## config.mk

```make
export PLATFORM = sky130hd
export DESIGN_NAME = rgb_led_arbiter
export DESIGN_NICKNAME = d
export VERILOG_FILES = /design/src/rtl/rgb_led_arbiter.sv
export SDC_FILE = /design/constraint.sdc
export NUM_CORES = 1
export LEC_CHECK = 0
export CORE_UTILIZATION = 47
export DETAILED_ROUTE_END_ITERATION = 8
export PLACE_DENSITY = 0.84
export SYNTH_ARGS = -nofsm -noshare
export SYNTH_HDL_FRONTEND = slang
export SYNTH_SLANG_ARGS = --single-unit
export TNS_END_PERCENT = 5
```

## constraint.sdc

```tcl
create_clock -name clk -period 2.61 [get_ports clk]
set_clock_uncertainty 0.05 [all_clocks]
set_input_delay 0.3915 -clock clk [delete_from_list [all_inputs] [get_ports clk]]
set_output_delay 0.3915 -clock clk [all_outputs]
set_load 0.01 [all_outputs]
```

## src/rtl/rgb_led_arbiter.sv

```systemverilog
// Round-robin arbiter that lends a single RGB LED to NUM_REQ requesters.
// Each winner shows its colour for its duration, then the LED is blanked for GAP_CYCLES.
module rgb_led_arbiter #(
  parameter int NUM_REQ    = 4,
  parameter int DUR_WIDTH  = 8,
  parameter int GAP_CYCLES = 2
) (
  input  logic                           clk,
  input  logic                           reset,
  input  logic [NUM_REQ-1:0]             req,
  input  logic [3*NUM_REQ-1:0]           req_color,
  input  logic [DUR_WIDTH*NUM_REQ-1:0]   req_dur,
  output logic [NUM_REQ-1:0]             gnt,
  output logic [NUM_REQ-1:0]             done,
  output logic                           busy,
  output logic                           red,
  output logic                           green,
  output logic                           blue
);

  localparam int PW = (NUM_REQ > 1) ? $clog2(NUM_REQ) : 1;
  localparam int GW = $clog2(GAP_CYCLES + 1);

  typedef enum logic [1:0] {
    S_IDLE = 2'd0,
    S_SHOW = 2'd1,
    S_GAP  = 2'd2
  } state_t;

  state_t                 r_state, w_state_nxt;
  logic [PW-1:0]          r_ptr, w_ptr_nxt;
  logic [NUM_REQ-1:0]     r_sel_oh, w_sel_oh_nxt;
  logic [2:0]             r_color, w_color_nxt;
  logic [DUR_WIDTH-1:0]   r_cnt, w_cnt_nxt;
  logic [GW-1:0]          r_gap, w_gap_nxt;
  logic [NUM_REQ-1:0]     r_gnt, w_gnt_nxt;
  logic [NUM_REQ-1:0]     r_done, w_done_nxt;
  logic                   r_busy, w_busy_nxt;
  logic [2:0]             r_rgb, w_rgb_nxt;

  logic [2:0]             w_col [NUM_REQ];
  logic [DUR_WIDTH-1:0]   w_dur [NUM_REQ];
  logic                   w_found;
  logic [PW-1:0]          w_win;
  logic [NUM_REQ-1:0]     w_win_oh;

  always_comb begin
    for (int i = 0; i < NUM_REQ; i++) begin
      w_col[i] = req_color[3*i +: 3];
      w_dur[i] = req_dur[DUR_WIDTH*i +: DUR_WIDTH];
    end
  end

  // Round-robin search: first requester at or above the pointer, else the first from zero.
  always_comb begin
    w_found = 1'b0;
    w_win   = '0;
    for (int i = 0; i < NUM_REQ; i++) begin
      if (!w_found && req[i] && (PW'(i) >= r_ptr)) begin
        w_found = 1'b1;
        w_win   = PW'(i);
      end
    end
    for (int i = 0; i < NUM_REQ; i++) begin
      if (!w_found && req[i]) begin
        w_found = 1'b1;
        w_win   = PW'(i);
      end
    end
    w_win_oh = NUM_REQ'(1) << w_win;
  end

  always_comb begin
    // NOTE: every signal gets a default first so no path leaves it unassigned and infers a latch.
    w_state_nxt  = r_state;
    w_ptr_nxt    = r_ptr;
    w_sel_oh_nxt = r_sel_oh;
    w_color_nxt  = r_color;
    w_cnt_nxt    = r_cnt;
    w_gap_nxt    = r_gap;
    w_gnt_nxt    = '0;
    w_done_nxt   = '0;
    w_rgb_nxt    = 3'b000;

    case (r_state)
      S_IDLE: begin
        if (w_found) begin
          w_state_nxt  = S_SHOW;
          w_ptr_nxt    = (w_win == PW'(NUM_REQ - 1)) ? '0 : w_win + PW'(1);
          w_sel_oh_nxt = w_win_oh;
          w_color_nxt  = w_col[w_win];
          // Counter holds the SHOW cycles remaining after this one; D=0 behaves as D=1.
          w_cnt_nxt    = (w_dur[w_win] == '0) ? '0 : w_dur[w_win] - DUR_WIDTH'(1);
          w_gnt_nxt    = w_win_oh;
          w_rgb_nxt    = w_col[w_win];
        end
      end
      S_SHOW: begin
        if (r_cnt == '0) begin
          w_state_nxt = S_GAP;
          w_gap_nxt   = GW'(GAP_CYCLES - 1);
          w_done_nxt  = r_sel_oh;
        end else begin
          w_cnt_nxt = r_cnt - DUR_WIDTH'(1);
          w_rgb_nxt = r_color;
        end
      end
      S_GAP: begin
        if (r_gap == '0) begin
          w_state_nxt = S_IDLE;
        end else begin
          w_gap_nxt = r_gap - GW'(1);
        end
      end
      default: w_state_nxt = S_IDLE;
    endcase

    w_busy_nxt = (w_state_nxt != S_IDLE);
  end

  // NOTE: sequential state uses non-blocking assignments so all registers update together.
  always_ff @(posedge clk or posedge reset) begin
    if (reset) begin
      r_state  <= S_IDLE;
      r_ptr    <= '0;
      r_sel_oh <= '0;
      r_color  <= 3'b000;
      r_cnt    <= '0;
      r_gap    <= '0;
      r_gnt    <= '0;
      r_done   <= '0;
      r_busy   <= 1'b0;
      r_rgb    <= 3'b000;
    end else begin
      r_state  <= w_state_nxt;
      r_ptr    <= w_ptr_nxt;
      r_sel_oh <= w_sel_oh_nxt;
      r_color  <= w_color_nxt;
      r_cnt    <= w_cnt_nxt;
      r_gap    <= w_gap_nxt;
      r_gnt    <= w_gnt_nxt;
      r_done   <= w_done_nxt;
      r_busy   <= w_busy_nxt;
      r_rgb    <= w_rgb_nxt;
    end
  end

  assign gnt   = r_gnt;
  assign done  = r_done;
  assign busy  = r_busy;
  assign red   = r_rgb[2];
  assign green = r_rgb[1];
  assign blue  = r_rgb[0];

endmodule
```

Yosys cells after proc, flatten, opt, wreduce, memory -nomap -nowiden
Index checks and enable logic that the tools add are counted.
Cells by class
  mux-type cells: 40
  reduce and logical (&&, ||, !) cells: 28
  shift-type cells: 1
  equality and inequality tests: 7
  add/subtract/negate cells: 4
  magnitude comparators: 5
  bitwise logic cells: 1
  divide/modulo/power cells: 0
  multiply operators: 0
Operators by type and width (count)
  $mux 8: 5
  $mux 2: 12
  $bmux 8 s2: 1
  $logic_not 8->1: 2
  $mux 4: 4
  $pmux 8 s2: 1
  $sub 8x1->8 const B: 2
  $mux 3: 4
  $logic_and 1x1->1: 11
  $mux 1: 9
  $ne 2x2->1 const B: 4
  $logic_not 1->1: 7
  $bmux 3 s2: 1
  $pmux 2 s3: 1
  $pmux 3 s2: 1
  $reduce_and 3->1: 2
  $reduce_bool 2->1: 3
  $eq 2x2->1 const B: 2
  $ge 1x2->1 const A: 2
  $ge 2x2->1 const A: 2
  $logic_not 2->1: 2
  $pmux 2 s2: 1
  $shl 1x2->4 const A: 1
  $ge 3x3->1 const B: 1
  5 further kinds: 5
Storage, ports and cells
  memory bits (writable): 0
  bits in read-only memories: 0
  register bits after elaboration: 33
  output and inout port bits: 12
  bits in latches: 0
  memories kept: 0

Depth between registers and ports, before layout
Gate-level depths: netlist (run 1).
  depth after elaboration: 35
  depth in mapped cells: 12

Least setup slack after synthesis (run 1)
No wires, ideal clock.
  path type: input to register
  start: input port req[2]
  end: register r_cnt[3]
  cell stages on the path: 11
  slack: 0.196 ns
  path buffers: 1
  arrival time: 2.227 ns
  path through: inv_1 -> o22ai_1 -> a211oi_4 -> buf_8 -> mux2i_1 -> mux2_2 -> ha_1 -> nand4_1 -> or2_1 -> nand2_1 -> o221ai_1
Between the ends
  word-level cells in the longest chain between the ends: 27
  elaborated cells between the ends (all ways): 36
  those cells by class: add/sub (1); eq/ne (1); mux (18); bitwise (1); reduce/logical (15)
Ends and longest elaborated chain
  start: declaration: line 10  | input logic [NUM_REQ-1:0] req,
  $logic_and 1x1->1 (2 in series): line 59  | if (!w_found && req[i] && (PW'(i) >= r_ptr)) begin
  $mux 1: line 59
  $logic_not 1->1: line 59
  $logic_and 1x1->1 (2 in series): line 59
  $mux 1: line 59
  $logic_not 1->1: line 65  | if (!w_found && req[i]) begin
  $logic_and 1x1->1: line 65
  $mux 1: line 65
  [8 not listed]
  $mux 2: line 65
  $not 2->3 (not written as such): line 93  | w_cnt_nxt = (w_dur[w_win] == '0) ? '0 : w_dur[w_win] - DUR_WIDTH'(1);
  $bmux 8 s2: line 93
  $mux 8 (not written as such) (2 in series): line 93
  $sub 8x1->8 or $logic_not 8->1 (tied branches): line 93
  $mux 8: line 93
  $mux 8: line 87  | if (w_found) begin
  $pmux 8 s2: line 85  | case (r_state)
  end signal: assignment: line 139  | r_cnt <= w_cnt_nxt;
  end: declaration: line 34  | logic [DUR_WIDTH-1:0] r_cnt, w_cnt_nxt;
Parallel ways exist; a longest one is shown, timed or not. The select of a mux whose other input is x is not followed.
A chain may end at the register's enable or synchronous reset.

Final worst setup path (run 1)
  start: register r_ptr[0]
  end: register r_cnt[3]
Between the ends
  word-level cells in the longest chain between the ends: 35
  elaborated cells between the ends (all ways): 48
  those cells by class: add/sub (1); order compare (4); eq/ne (1); mux (21); bitwise (1); reduce/logical (20)
Ends and longest elaborated chain
  start: declaration: line 31  | logic [PW-1:0] r_ptr, w_ptr_nxt;
  start signal: assignment: line 136  | r_ptr <= w_ptr_nxt;
  $ge 1x2->1: line 59
  $logic_and 1x1->1: line 59
  $mux 1: line 59
  $logic_not 1->1: line 59
  $logic_and 1x1->1 (2 in series): line 59
  $mux 1: line 59
  $logic_not 1->1: line 59
  $logic_and 1x1->1 (2 in series): line 59
  [16 not listed]
  $mux 2: line 65
  $not 2->3 (not written as such): line 93
  $bmux 8 s2: line 93
  $mux 8 (not written as such) (2 in series): line 93
  $sub 8x1->8 or $logic_not 8->1 (tied branches): line 93
  $mux 8: line 93
  $mux 8: line 87
  $pmux 8 s2: line 85
Parallel ways exist; a longest one is shown, timed or not. The select of a mux whose other input is x is not followed.

==> results of run 1 <==
how the worst max path moves through the flow:
stage	startpoint	to	slack (ps)
3_5_place_dp	req[0]	r_cnt[3]$_DFFE_PP0P_	-440
4_1_cts	r_ptr[0]$_DFFE_PP0P_	r_cnt[2]$_DFFE_PP0P_	60
3_3_place_gp	req[0]	r_cnt[3]$_DFFE_PP0P_	-270
6_report	r_ptr[0]$_DFFE_PP0P_	r_cnt[3]$_DFFE_PP0P_	20
2_1_floorplan	req[2]	r_cnt[3]$_DFFE_PP0P_	200
5_1_grt	r_ptr[0]$_DFFE_PP0P_	r_cnt[3]$_DFFE_PP0P_	-40
power groups by stage:
stage / Sequential [mW] / Clock (mW) / Combinational, mW
2_1_floorplan: 0.817 / 0 / 0.966
3_3_place_gp: 0.819 / 0 / 1.41
3_5_place_dp: 0.824 / 0 / 1.45
4_1_cts: 0.817 / 0.384 / 1.67
5_1_grt: 0.845 / 0.406 / 1.97
6_report: 0.822 / 0.374 / 1.80
repair_timing:
item / 4_1_cts / 5_1_grt
pin swaps: 4 / 4
gates cloned: 2 / 0
buffers inserted: 4 / 3
resized for setup: 15 / 13
endpoints found under the setup margin: 6 / 8
hold endpoints to repair: 0 / 0
stage by stage:
stage / setup WS, ps / setup TNS (ps) / instance area [µm²] / power, mW
6_report: 19.9 / 0 / 3180 / 3.00
5_1_grt: -40.5 / -118 / 3180 / 3.22
4_1_cts: 57.5 / 0 / 3110 / 2.87
3_5_place_dp: -440 / -2760 / 2880 / 2.27
3_3_place_gp: -269 / -1710 / 2880 / 2.23
2_1_floorplan: 196 / 0 / 2080 / 1.78
synth_stat cells, types with 2 or more instances:
| master | number |
|---|---|
| sky130_fd_sc_hd__inv_1 | 12 |
| sky130_fd_sc_hd__and2_1 | 9 |
| sky130_fd_sc_hd__dfrtp_1 | 33 |
| sky130_fd_sc_hd__a21oi_1 | 7 |
| sky130_fd_sc_hd__nor2_1 | 18 |
| sky130_fd_sc_hd__mux2i_1 | 22 |
| sky130_fd_sc_hd__mux2_4 | 2 |
| sky130_fd_sc_hd__mux2_2 | 7 |
| sky130_fd_sc_hd__nand2_1 | 36 |
| sky130_fd_sc_hd__ha_1 | 8 |
| sky130_fd_sc_hd__a31oi_1 | 2 |
| sky130_fd_sc_hd__nand3_1 | 8 |
| sky130_fd_sc_hd__nor2b_1 | 2 |
| sky130_fd_sc_hd__nor3_1 | 4 |
| sky130_fd_sc_hd__o221ai_1 | 3 |
| sky130_fd_sc_hd__buf_6 | 3 |
| sky130_fd_sc_hd__o21ai_0 | 11 |
| sky130_fd_sc_hd__a21o_1 | 4 |
| sky130_fd_sc_hd__clkbuf_1 | 4 |
| sky130_fd_sc_hd__xnor2_1 | 2 |
| sky130_fd_sc_hd__nand2b_1 | 6 |
layer usage:
layer	global-route usage	vias to the layer above	routed length, µm
met5	0	-	0
met4	0.0781	0	144
met3	0.0609	15	251
met2	0.450	66	2770
met1	0.300	959	2230
li1	-	952	-
sequential cells by signal, summed over array words and instances (netlist names):
register / count
r_state: 2
r_gap: 2
r_color: 3
gnt: 4
busy: 1
r_cnt: 8
r_ptr: 2
r_sel_oh: 4
done: 4
r_rgb: 3
logic make-up after synthesis:
group / share of synthesized area
AO/OA/AOI/OAI: 0.121
XOR/XNOR: 0.0126
AND/OR/NAND/NOR: 0.211
adder cells (fa/ha/maj): 0.0481
flip-flops: 0.397
buffers and inverters: 0.0523
multiplexers: 0.158
cell type report:
cell class	instances	area [µm²]	area share
clock buffer	5	68.8	0.0216
clock inverter	3	17.5	0.00550
inverter	12	45.0	0.0141
multi-input combinational	170	1240	0.390
sequential	33	826	0.259
tap	50	62.6	0.0196
timing repair buffer	94	923	0.290
==> out/qor.log, run 1 <==
qor: clock_network.clock-root-buffer sky130_fd_sc_hd__clkbuf_8
qor: setup_path.worst-r2r-setup-slack 20 ps
qor: sta.slew_viol_final 0
qor: setup_path.critical_path_cell_count 11
qor: worst_hold_path.worst_hold_endpoint r_sel_oh[0]$_DFFE_PP0P_
qor: routing.viasPerCell 5.43
qor: routing.dr.pass1.iters 4
qor: setup_path.cp_num_buf_inv 2
qor: floorplan.die_x 68.5 µm
qor: logic_synthesis.synth.ff_latch_count 33
qor: power.power.density 941 mW/mm²
qor: setup_path.end_kind flip-flop
qor: sta.max_slew.worst_pin.slew 502 ps
qor: setup_path.timing.critical_path.cells nand2b_4, a21oi_2, a211oi_4, buf_12, bufbuf_16, mux2i_1, mux2_4, nand4_1, or2_4, nand2_4, o221ai_1
qor: global_route.grt_max_degree 34
qor: power.pwr-share-comb 0.601
qor: worst_hold_path.holdPathStages 1
qor: floorplan.floorplan.initialDensity 0.505
qor: setup_path.r2r_start r_ptr[0]$_DFFE_PP0P_
qor: power.p_switching 1.16 mW
qor: clock_network.clock_latency 290 ps
qor: floorplan.rows 23
qor: setup_path.reg2reg_to r_cnt[3]$_DFFE_PP0P_
qor: global_route.grtUsageTotal 0.254
qor: power.power_frac_clock 0.125
qor: clock_network.cts_htree_levels 2
qor: power.irDropWorstVdd 0.584 mV
qor: clock_network.cts.sinks 33
qor: setup_path.crit_required 2710 ps
qor: routing.detail_route.wirelength 5400 µm
qor: finish.final_util 0.774
qor: logic_synthesis.syn-instance-count 223
qor: clock_network.ctsHoldBuffers 0
qor: logic_synthesis.ys.warnings.count 0
qor: floorplan.coreArea 0.00412 mm²
qor: floorplan.die-area 0.00469 mm²
qor: clock_network.clockBufferDepth 2
qor: floorplan.die_height 68.5 µm
qor: global_route.grt_remaining_overflow 0
qor: logic_synthesis.synth_async_sr_flop_share 1.00
qor: logic_synthesis.synth_area_leader_cell sky130_fd_sc_hd__dfrtp_1
qor: power.static-leakage-power 1.53 nW
qor: routing.drt_drc_violations_left 0
qor: logic_synthesis.synth_edf_count 0
qor: placement.routabilityCongestion 0.838
qor: routing.total_via_count_in_the_routed_design 1,992
qor: power.cell_internal_pwr 1.83 mW
qor: placement.dp.final_hpwl 3670 µm
qor: sta.final-setup-viol-count 0
qor: routing.wire_per_inst 14.7 µm
qor: finish.layout_common_cells sky130_fd_sc_hd__clkdlybuf4s50_1 (57), sky130_fd_sc_hd__nand2_1 (35), sky130_fd_sc_hd__dfrtp_1 (33)
qor: sta.timing.final.hold_violations 0
qor: setup_path.start_kind flip-flop
qor: logic_synthesis.yosys.cell_types.count 41
qor: routing.detailedRoute.firstIterationViolations 80
qor: finish.antenna_cells 0
qor: placement.port_buffers 61
qor: sta.post-route-period-util 0.992
qor: finish.stdcell_count 367
qor: power.proportion_of_power_drawn_by_flip_flops_and_latches 0.274
qor: routing.ant_nets 0
qor: global_route.wire_length_of_the_first_global_routing_pass 8710 µm
qor: logic_synthesis.synth.area.top_cells sky130_fd_sc_hd__dfrtp_1 (40%), sky130_fd_sc_hd__mux2i_1 (11%), sky130_fd_sc_hd__nand2_1 (6.5%)
qor: finish.share_of_post_route_cells_with_drive_strength_above_1 0.221
qor: logic_synthesis.top_flip_flop_cell_by_instance_count_after_synthesis sky130_fd_sc_hd__dfrtp_1
qor: setup_path.cp_top_family simple AND/OR/NAND/NOR gates
qor: setup_path.cp_max_fo 5
qor: logic_synthesis.synth_sequential_area_ratio 0.397
qor: clock_network.clkTransAtPathRegs 70 ps
qor: sta.hold-worst-slack 418 ps
qor: flow_run.drv.max_cap_violation_count 0
qor: sta.timing.max_slew.rel_slack 0.664
qor: logic_synthesis.synthesis.nets 281
qor: setup_path.worstSetupPathType flip-flop to flip-flop
qor: status.outcome completed
qor: logic_synthesis.yosysTopAreaCellShare 0.397
qor: clock_network.cts-buffers-inserted 5
qor: sta.period_needed 2590 ps
qor: global_route.number_of_global_route_vias_before_repair 2,005
qor: clock_network.cts_tree built
qor: setup_path.crit_slowest_cell sky130_fd_sc_hd__dfrtp_1
qor: worst_hold_path.timing.hold.worst.start r_sel_oh[0]$_DFFE_PP0P_
qor: finish.area_delta_synth_final 53.1%
qor: global_route.initial_antenna_violation_count 0
qor: placement.placed_cells_incl_taps 350
qor: finish.most_common_library_cell_in_the_layout_ignoring_fill_and_taps sky130_fd_sc_hd__clkdlybuf4s50_1
qor: finish.final.fill_count 261
qor: worst_hold_path.hp-class flip-flop to flip-flop
qor: floorplan.pin_count 62
qor: setup_path.ff2ff_path_depth 11
qor: logic_synthesis.post_synth_instance_area 0.00208 mm²
qor: setup_path.critPathArrivalTime 2690 ps
qor: logic_synthesis.syn_area_per_cell 9.33 µm²
qor: sta.fmax 386 MHz
qor: sta.rsz0062_at_grt yes
qor: setup_path.critPathMaxStageDelay 400 ps
qor: finish.finish.net_count 374
qor: power.power_switching_share 0.388
(Power assumes the default switching activity.)
==> run 2, diff against run 1 <==
--- a/config.mk
+++ b/config.mk
@@ -7,6 +7,7 @@
 export LEC_CHECK = 0
 export CORE_UTILIZATION = 47
 export DETAILED_ROUTE_END_ITERATION = 8
+export GPL_TIMING_DRIVEN = 0
 export PLACE_DENSITY = 0.84
 export SYNTH_ARGS = -nofsm -noshare
 export SYNTH_HDL_FRONTEND = slang
==> run 2 against run 1 <==
Against the previous run: sequential share of layout area rose by 1.4 points; count of clock-buffer cells in the layout is 1 higher; cell count is 3.3% lower; final area decreased by 5.1%; total power decreased by 7.7%; clock power hardly changed; non-clock buffer count fell by 12; routed wire length shrank 4.4%; utilization is 4.0 points lower; sequential cell count unchanged; maximum frequency rose by 1.2%.
==> out/qor.log, run 2 (same netlist as run 1, synthesis figures left out) <==
qor: clock_network.clock_latency 290 ps [about the same]
qor: floorplan.rows 23 [unchanged]
qor: sta.timing.final.hold_violations 0 [unchanged]
qor: global_route.wire_length_of_the_first_global_routing_pass 7790 µm [-11%]
qor: floorplan.die_x 68.5 µm [unchanged]
qor: placement.routabilityCongestion 0.854 [+1.9%]
qor: placement.port_buffers 61 [unchanged]
qor: routing.viasPerCell 5.43 [about the same]
qor: finish.layout_common_cells sky130_fd_sc_hd__clkdlybuf4s50_1 (57), sky130_fd_sc_hd__nand2_1 (35), sky130_fd_sc_hd__dfrtp_1 (33)
qor: power.static-leakage-power 1.43 nW [-6.5%]
qor: routing.dr.pass1.iters 4 [unchanged]
qor: finish.stdcell_count 355 [-3.3%]
qor: clock_network.cts_tree built
qor: global_route.number_of_global_route_vias_before_repair 1,767 [-12%]
qor: finish.largest_register_ff_count 8 [unchanged]
qor: finish.finish.net_count 362 [-3.2%]
qor: clock_network.clockBufferDepth 2 [unchanged]
qor: clock_network.clkTransAtPathRegs 70 ps [about the same]
qor: finish.share_of_post_route_cells_with_drive_strength_above_1 0.167 [-0.0536]
qor: routing.wire_per_inst 14.5 µm [-1.2%]
qor: sta.period_needed 2560 ps [-30.8 ps]
qor: power.power.density 916 mW/mm² [-2.7%]
qor: floorplan.floorplan.initialDensity 0.505 [unchanged]
qor: finish.most_common_library_cell_in_the_layout_ignoring_fill_and_taps sky130_fd_sc_hd__clkdlybuf4s50_1
qor: sta.slew_viol_final 0 [unchanged]
qor: setup_path.worstSetupPathType flip-flop to flip-flop
qor: power.fin_total_pwr 2.77 mW [-7.7%]
qor: floorplan.die_height 68.5 µm [unchanged]
qor: routing.total_via_count_in_the_routed_design 1,927 [-3.3%]
qor: sta.final-setup-viol-count 0 [unchanged]
qor: finish.area_delta_synth_final 45.2%
qor: clock_network.cts_htree_levels 2 [unchanged]
qor: sta.max_slew.worst_pin.slew 519 ps [+16.5 ps]
qor: setup_path.critPathArrivalTime 2720 ps [+30 ps]
qor: global_route.grt_remaining_overflow 0 [unchanged]
qor: placement.dp.final_hpwl 3500 µm [-4.6%]
qor: setup_path.cp_max_fo 6 [+1]
qor: clock_network.cts-buffers-inserted 5 [unchanged]
qor: setup_path.crit_required 2770 ps [+60 ps]
qor: sta.post-route-period-util 0.981 [-0.0118]
qor: sta.rsz0062_at_grt yes
qor: finish.regMostFlops r_cnt
qor: clock_network.cts.sinks 33 [unchanged]
qor: routing.drt_drc_violations_left 0 [unchanged]
qor: global_route.grtUsageTotal 0.229 [-0.0249]
qor: status.outcome completed
qor: setup_path.start_kind flip-flop
qor: clock_network.ctsHoldBuffers 0 [unchanged]
qor: routing.ant_nets 0 [unchanged]
qor: floorplan.die-area 0.00469 mm² [unchanged]
qor: routing.detail_route.wirelength 5160 µm [-4.4%]
qor: finish.antenna_cells 0 [unchanged]
qor: global_route.grt_max_degree 34 [unchanged]
qor: sta.fmax 391 MHz [+1.2%]
qor: flow_run.drv.max_cap_violation_count 0 [unchanged]
qor: sta.timing.max_slew.rel_slack 0.654 [-0.0103]
qor: placement.placed_cells_incl_taps 334 [-4.6%]
qor: floorplan.coreArea 0.00412 mm² [unchanged]
qor: power.irDropWorstVdd 0.490 mV [-16%]
qor: clock_network.clock-root-buffer sky130_fd_sc_hd__clkbuf_8
qor: floorplan.pin_count 62 [unchanged]
qor: global_route.initial_antenna_violation_count 0 [unchanged]
qor: worst_hold_path.hp-class input pin to asynchronous set/reset pin
qor: routing.detailedRoute.firstIterationViolations 95 [+19%]
qor: setup_path.end_kind flip-flop
run 2: cell types whose count changed in the layout (fill, tap and decap cells not counted), moves of 2 or more:
cell / change
sky130_fd_sc_hd__clkbuf_1: +5
sky130_fd_sc_hd__buf_12: -2
sky130_fd_sc_hd__buf_4: -17
sky130_fd_sc_hd__inv_1: -2
sky130_fd_sc_hd__buf_6: +3
run 2: through the flow:
stage	TNS [ps]	util	setup WS, ps	instance area (µm²)	hold WS, ps
final	0	0.734	50.7	3020	285
after global routing	-189	0.734	-83.2	3020	303
after CTS	0	0.707	5.93	2910	423
after detailed placement	-3960	0.669	-583	2750	408
after global placement	-3470	0.669	-514	2750	399
after floorplan	0	-	196	2080	391
run 2: final timing paths:
kind	start	endpoint	slack, ps	depth (start not counted)
hold / removal	reset	gnt[1]$_DFF_PP0_	290	2
max in group asynchronous	reset	r_rgb[2]$_DFF_PP0_	1830	3
min in group clk	r_sel_oh[1]$_DFFE_PP0P_	r_sel_oh[1]$_DFFE_PP0P_	420	1
setup / recovery	r_ptr[0]$_DFFE_PP0P_	r_cnt[7]$_DFFE_PP0P_	50	11
setup reg to reg	r_ptr[0]$_DFFE_PP0P_	r_cnt[7]$_DFFE_PP0P_	50	11
hold reg to reg	r_sel_oh[1]$_DFFE_PP0P_	r_sel_oh[1]$_DFFE_PP0P_	420	1
run 2: what timing repair did:
item,4_1_cts,5_1_grt
endpoints found under the setup margin,8,6
pin swaps,3,2
setup buffers,8,4
gates resized for setup,9,13
run 2: report_power, final:
| part | total [mW] | switching (mW) | internal, mW | leakage [nW] |
|---|---|---|---|---|
| sequential | 0.826 | 0.133 | 0.693 | 0.407 |
| clock | 0.374 | 0.189 | 0.185 | 0.0450 |
| combinational | 1.57 | 0.793 | 0.773 | 0.983 |
| total | 2.77 | 1.11 | 1.65 | 1.43 |
run 2: layer usage:
| metal | global-route usage | wire length, µm |
|---|---|---|
| met2 | 0.381 | 2670 |
| met3 | 0.0510 | 223 |
| met1 | 0.287 | 2150 |
| met4 | 0.0859 | 112 |
| met5 | 0 | 0 |
run 2: area by class of cell:
cell class,count,area (µm²)
Sequential cell,33,826
Tap cell,50,62.6
Clock buffer,6,72.6
Multi-Input combinational cell,170,1210
Clock inverter,2,10.0
Buffer,8,63.8
Fill cell,283,1090
Inverter,12,45.0
Timing Repair Buffer,74,731
run 2: worst max-delay path, stage by stage (launching register included):
cell and delay, ps:
sky130_fd_sc_hd__dfrtp_1 420, sky130_fd_sc_hd__nand2b_4 150, sky130_fd_sc_hd__a21oi_2 70, sky130_fd_sc_hd__a211oi_4 310
sky130_fd_sc_hd__buf_8 170, sky130_fd_sc_hd__buf_6 120, sky130_fd_sc_hd__mux2i_1 220, sky130_fd_sc_hd__mux2_2 230
sky130_fd_sc_hd__nand2_2 90, sky130_fd_sc_hd__nor3_4 210, sky130_fd_sc_hd__mux2_4 320, sky130_fd_sc_hd__o211ai_2 130
==> run 3, diff against run 2 <==
--- a/config.mk
+++ b/config.mk
@@ -5,7 +5,8 @@
 export SDC_FILE = /design/constraint.sdc
 export NUM_CORES = 1
 export LEC_CHECK = 0
-export CORE_UTILIZATION = 47
+export ABC_AREA = 1
+export CORE_UTILIZATION = 48
 export DETAILED_ROUTE_END_ITERATION = 8
 export GPL_TIMING_DRIVEN = 0
 export PLACE_DENSITY = 0.84
==> run 3 against run 2 <==
Against the previous run: sequential power down 2.7%; combinational power grew 6%; die area increased by 2.3%; largest power group unchanged; register-to-register slack better by 180 ps; global-route usage down 1.2 points; utilization decreased by 3.9 points; synthesized cell count up 35%; routed wire length down 1.7%; clock power grew 30%; maximum frequency up 5.0%; critical path type is now input pin to flip-flop; critical path depth increased by 2; critical endpoint is now r_cnt[4]$_DFFE_PP0P_; sequential cell count is the same.
==> out/qor.log, run 3 <==
qor: setup_path.crit_slowest_cell sky130_fd_sc_hd__clkdlybuf4s50_1
qor: logic_synthesis.syn_area_per_cell 7.25 µm² [-22%]
qor: finish.final_util 0.695 [-0.0391]
qor: finish.layout_common_cells sky130_fd_sc_hd__nand2_1 (59), sky130_fd_sc_hd__clkdlybuf4s50_1 (58), sky130_fd_sc_hd__nor2_1 (43)
qor: sta.timing.final.hold_violations 0 [unchanged]
qor: logic_synthesis.synth_async_sr_flop_share 1.00 [unchanged]
qor: finish.largest_register_ff_count 8 [unchanged]
qor: setup_path.timing.critical_path.cells clkdlybuf4s50_1, a21boi_2, a21oi_4, buf_4, nand3_1, nand3_1, nand2_2, ha_1, nand2_1, nor2_2, a21oi_4, nand3_1, a21oi_1
qor: power.fin_total_pwr 2.96 mW [+7.1%]
qor: global_route.grt_remaining_overflow 0 [unchanged]
qor: sta.final-setup-viol-count 0 [unchanged]
qor: clock_network.cts-buffers-inserted 5 [unchanged]
qor: worst_hold_path.hp-class input pin to asynchronous set/reset pin
qor: setup_path.critical_path_cell_count 13 [+2]
qor: routing.ant_nets 0 [unchanged]
qor: logic_synthesis.syn-instance-count 300 [+35%]
qor: floorplan.rows 24 [+4.3%]
qor: setup_path.worstSetupPathType input pin to flip-flop
qor: global_route.number_of_global_route_vias_before_repair 1,966 [+11%]
qor: clock_network.cts.sinks 33 [unchanged]
qor: placement.port_buffers 61 [unchanged]
qor: setup_path.cp_top_family compound AO/OA/AOI/OAI gates
qor: setup_path.cp_max_fo 10 [+4]
qor: floorplan.die-area 0.00480 mm² [+2.3%]
qor: global_route.initial_antenna_violation_count 0 [unchanged]
qor: global_route.grt_max_degree 34 [unchanged]
qor: clock_network.clkTransAtPathRegs 70 ps [about the same]
qor: routing.wire_per_inst 12.0 µm [-17%]
qor: clock_network.clock-root-buffer sky130_fd_sc_hd__clkbuf_8
qor: sta.post-route-period-util 0.934 [-0.0463]
qor: logic_synthesis.commonest_cells_in_the_synthesized_netlist sky130_fd_sc_hd__nand2_1 (61), sky130_fd_sc_hd__nor2_1 (44), sky130_fd_sc_hd__nand3_1 (36), sky130_fd_sc_hd__dfrtp_1 (33), sky130_fd_sc_hd__inv_1 (32)
qor: clock_network.cts_tree built
qor: logic_synthesis.synthesis.nets 358 [+27%]
qor: power.irDropWorstVdd 0.440 mV [-10%]
qor: setup_path.start_kind input pin
qor: setup_path.crit_required 2770 ps [about the same]
qor: sta.rsz0062_at_grt no
qor: floorplan.die_x 69.3 µm [+1.2%]
qor: global_route.wire_length_of_the_first_global_routing_pass 8400 µm [+7.9%]
qor: clock_network.clock_latency 290 ps [about the same]
qor: setup_path.r2r_start r_ptr[0]$_DFFE_PP0P_
qor: global_route.grtUsageTotal 0.217 [-0.0119]
qor: logic_synthesis.post_synth_instance_area 0.00217 mm² [+4.6%]
qor: floorplan.die_height 69.3 µm [+1.2%]
qor: routing.total_via_count_in_the_routed_design 2,122 [+10%]
qor: power.power.density 979 mW/mm² [+7.0%]
qor: clock_network.cts_htree_levels 2 [unchanged]
qor: clock_network.clockBufferDepth 2 [unchanged]
qor: logic_synthesis.ys.warnings.count 0 [unchanged]
qor: logic_synthesis.synth.area.top_cells sky130_fd_sc_hd__dfrtp_1 (38%), sky130_fd_sc_hd__nand2_1 (11%), sky130_fd_sc_hd__nand3_1 (8.3%)
qor: logic_synthesis.top_flip_flop_cell_by_instance_count_after_synthesis sky130_fd_sc_hd__dfrtp_1
qor: placement.routabilityCongestion 0.902 [+5.7%]
qor: setup_path.end_kind flip-flop
qor: floorplan.coreArea 0.00435 mm² [+5.8%]
qor: setup_path.crit_path_start req[3]
qor: finish.share_of_post_route_cells_with_drive_strength_above_1 0.111 [-0.0567]
qor: routing.detailedRoute.firstIterationViolations 105 [+11%]
qor: logic_synthesis.yosysTopAreaCellShare 0.380 [-0.0174]
qor: setup_path.critPathMaxStageDelay 450 ps [+30 ps]
qor: sta.hold-worst-slack 297 ps [+11.4 ps]
qor: routing.drt_drc_violations_left 0 [unchanged]
qor: logic_synthesis.synth.ff_latch_count 33 [unchanged]
qor: finish.area_delta_synth_final 39.1%
qor: logic_synthesis.synth_edf_count 0 [unchanged]
qor: logic_synthesis.synth_sequential_area_ratio 0.380 [-0.0174]
qor: floorplan.pin_count 62 [unchanged]
qor: setup_path.critPathArrivalTime 2600 ps [-120 ps]
qor: setup_path.cpMostUsedCell sky130_fd_sc_hd__nand3_1
qor: flow_run.drv.max_cap_violation_count 0 [unchanged]
qor: placement.dp.final_hpwl 3840 µm [+9.7%]
qor: power.static-leakage-power 1.37 nW [-4.3%]
qor: routing.dr.pass1.iters 4 [unchanged]
qor: finish.regMostFlops r_cnt
qor: sta.max_slew.worst_pin.slew 407 ps [-112 ps]
qor: logic_synthesis.yosys.cell_types.count 33 [-20%]
qor: finish.finish.net_count 428 [+18%]
qor: finish.most_common_library_cell_in_the_layout_ignoring_fill_and_taps sky130_fd_sc_hd__nand2_1
qor: finish.antenna_cells 0 [unchanged]
qor: logic_synthesis.post-synth-top-count-cell sky130_fd_sc_hd__nand2_1
qor: sta.fmax 410 MHz [+5.0%]
qor: routing.detail_route.wirelength 5070 µm [-1.7%]
qor: routing.viasPerCell 5.02 [-7.6%]
qor: floorplan.floorplan.initialDensity 0.499 [-0.00590]
qor: setup_path.ff2ff_path_depth 13 [+2]
qor: logic_synthesis.synth_area_leader_cell sky130_fd_sc_hd__dfrtp_1
qor: sta.period_needed 2440 ps [-121 ps]
qor: sta.timing.max_slew.rel_slack 0.727 [+0.0727]
qor: sta.slew_viol_final 0 [unchanged]
qor: clock_network.ctsHoldBuffers 0 [unchanged]
qor: setup_path.cp_num_buf_inv 2 [unchanged]
qor: status.outcome completed
-- run 3: final timing paths --
path / slack (ps) / endpoint
hold / removal: 300 / r_gap[1]$_DFFE_PP0P_
min in group clk: 450 / r_gap[1]$_DFFE_PP0P_
max in group asynchronous: 1800 / r_cnt[5]$_DFFE_PP0P_
hold reg to reg: 450 / r_gap[1]$_DFFE_PP0P_
setup reg to reg: 230 / r_cnt[4]$_DFFE_PP0P_
setup / recovery: 170 / r_cnt[4]$_DFFE_PP0P_
-- run 3: layer usage --
metal | vias up | part of all wire | GRT usage
met5 | - | 0 | 0
met2 | 44 | 0.51 | 0.380
met4 | 0 | 0.016 | 0.0794
li1 | 1115 | - | -
met1 | 953 | 0.45 | 0.269
met3 | 10 | 0.024 | 0.0320
-- run 3: report_power, final --
part	switching, mW	leakage, nW	internal, mW
sequential	0.101	0.415	0.703
combinational	0.996	0.903	0.677
clock	0.201	0.0543	0.286
-- run 3: cell families after synthesis --
logic type                 synth area share
and+or+nand+nor                       0.323
xor gates and xnor gates            0.00403
AOI/OAI and AO/OA                     0.159
adders and majority gates            0.0460
buffers and inverters                0.0886
DFF                                   0.380
-- run 3: final cells by class --
type | instances | area (µm²)
buffer | 8 | 61.3
clock buffer | 5 | 68.8
clock inverter | 3 | 46.3
fill | 345 | 1330
inverter | 36 | 135
multi-input combinational | 223 | 1170
sequential | 33 | 826
tap | 52 | 65.1
timing repair buffer | 63 | 649
-- run 3: repair_timing --
item,CTS,global route
resized for setup,2,8
buffers inserted,0,1
setup endpoints to repair,1,8
pin swaps,0,1
-- run 3: per-stage QoR --
stage	cell area, µm²	setup TNS, ps	cells	setup WS [ps]
3_5_place_dp	2850	-1830	413	-315
2_1_floorplan	2170	0	300	463
6_report	3030	0	423	172
3_3_place_gp	2850	-1540	413	-283
4_1_cts	2970	0	421	11.1
5_1_grt	3030	0	423	27.8
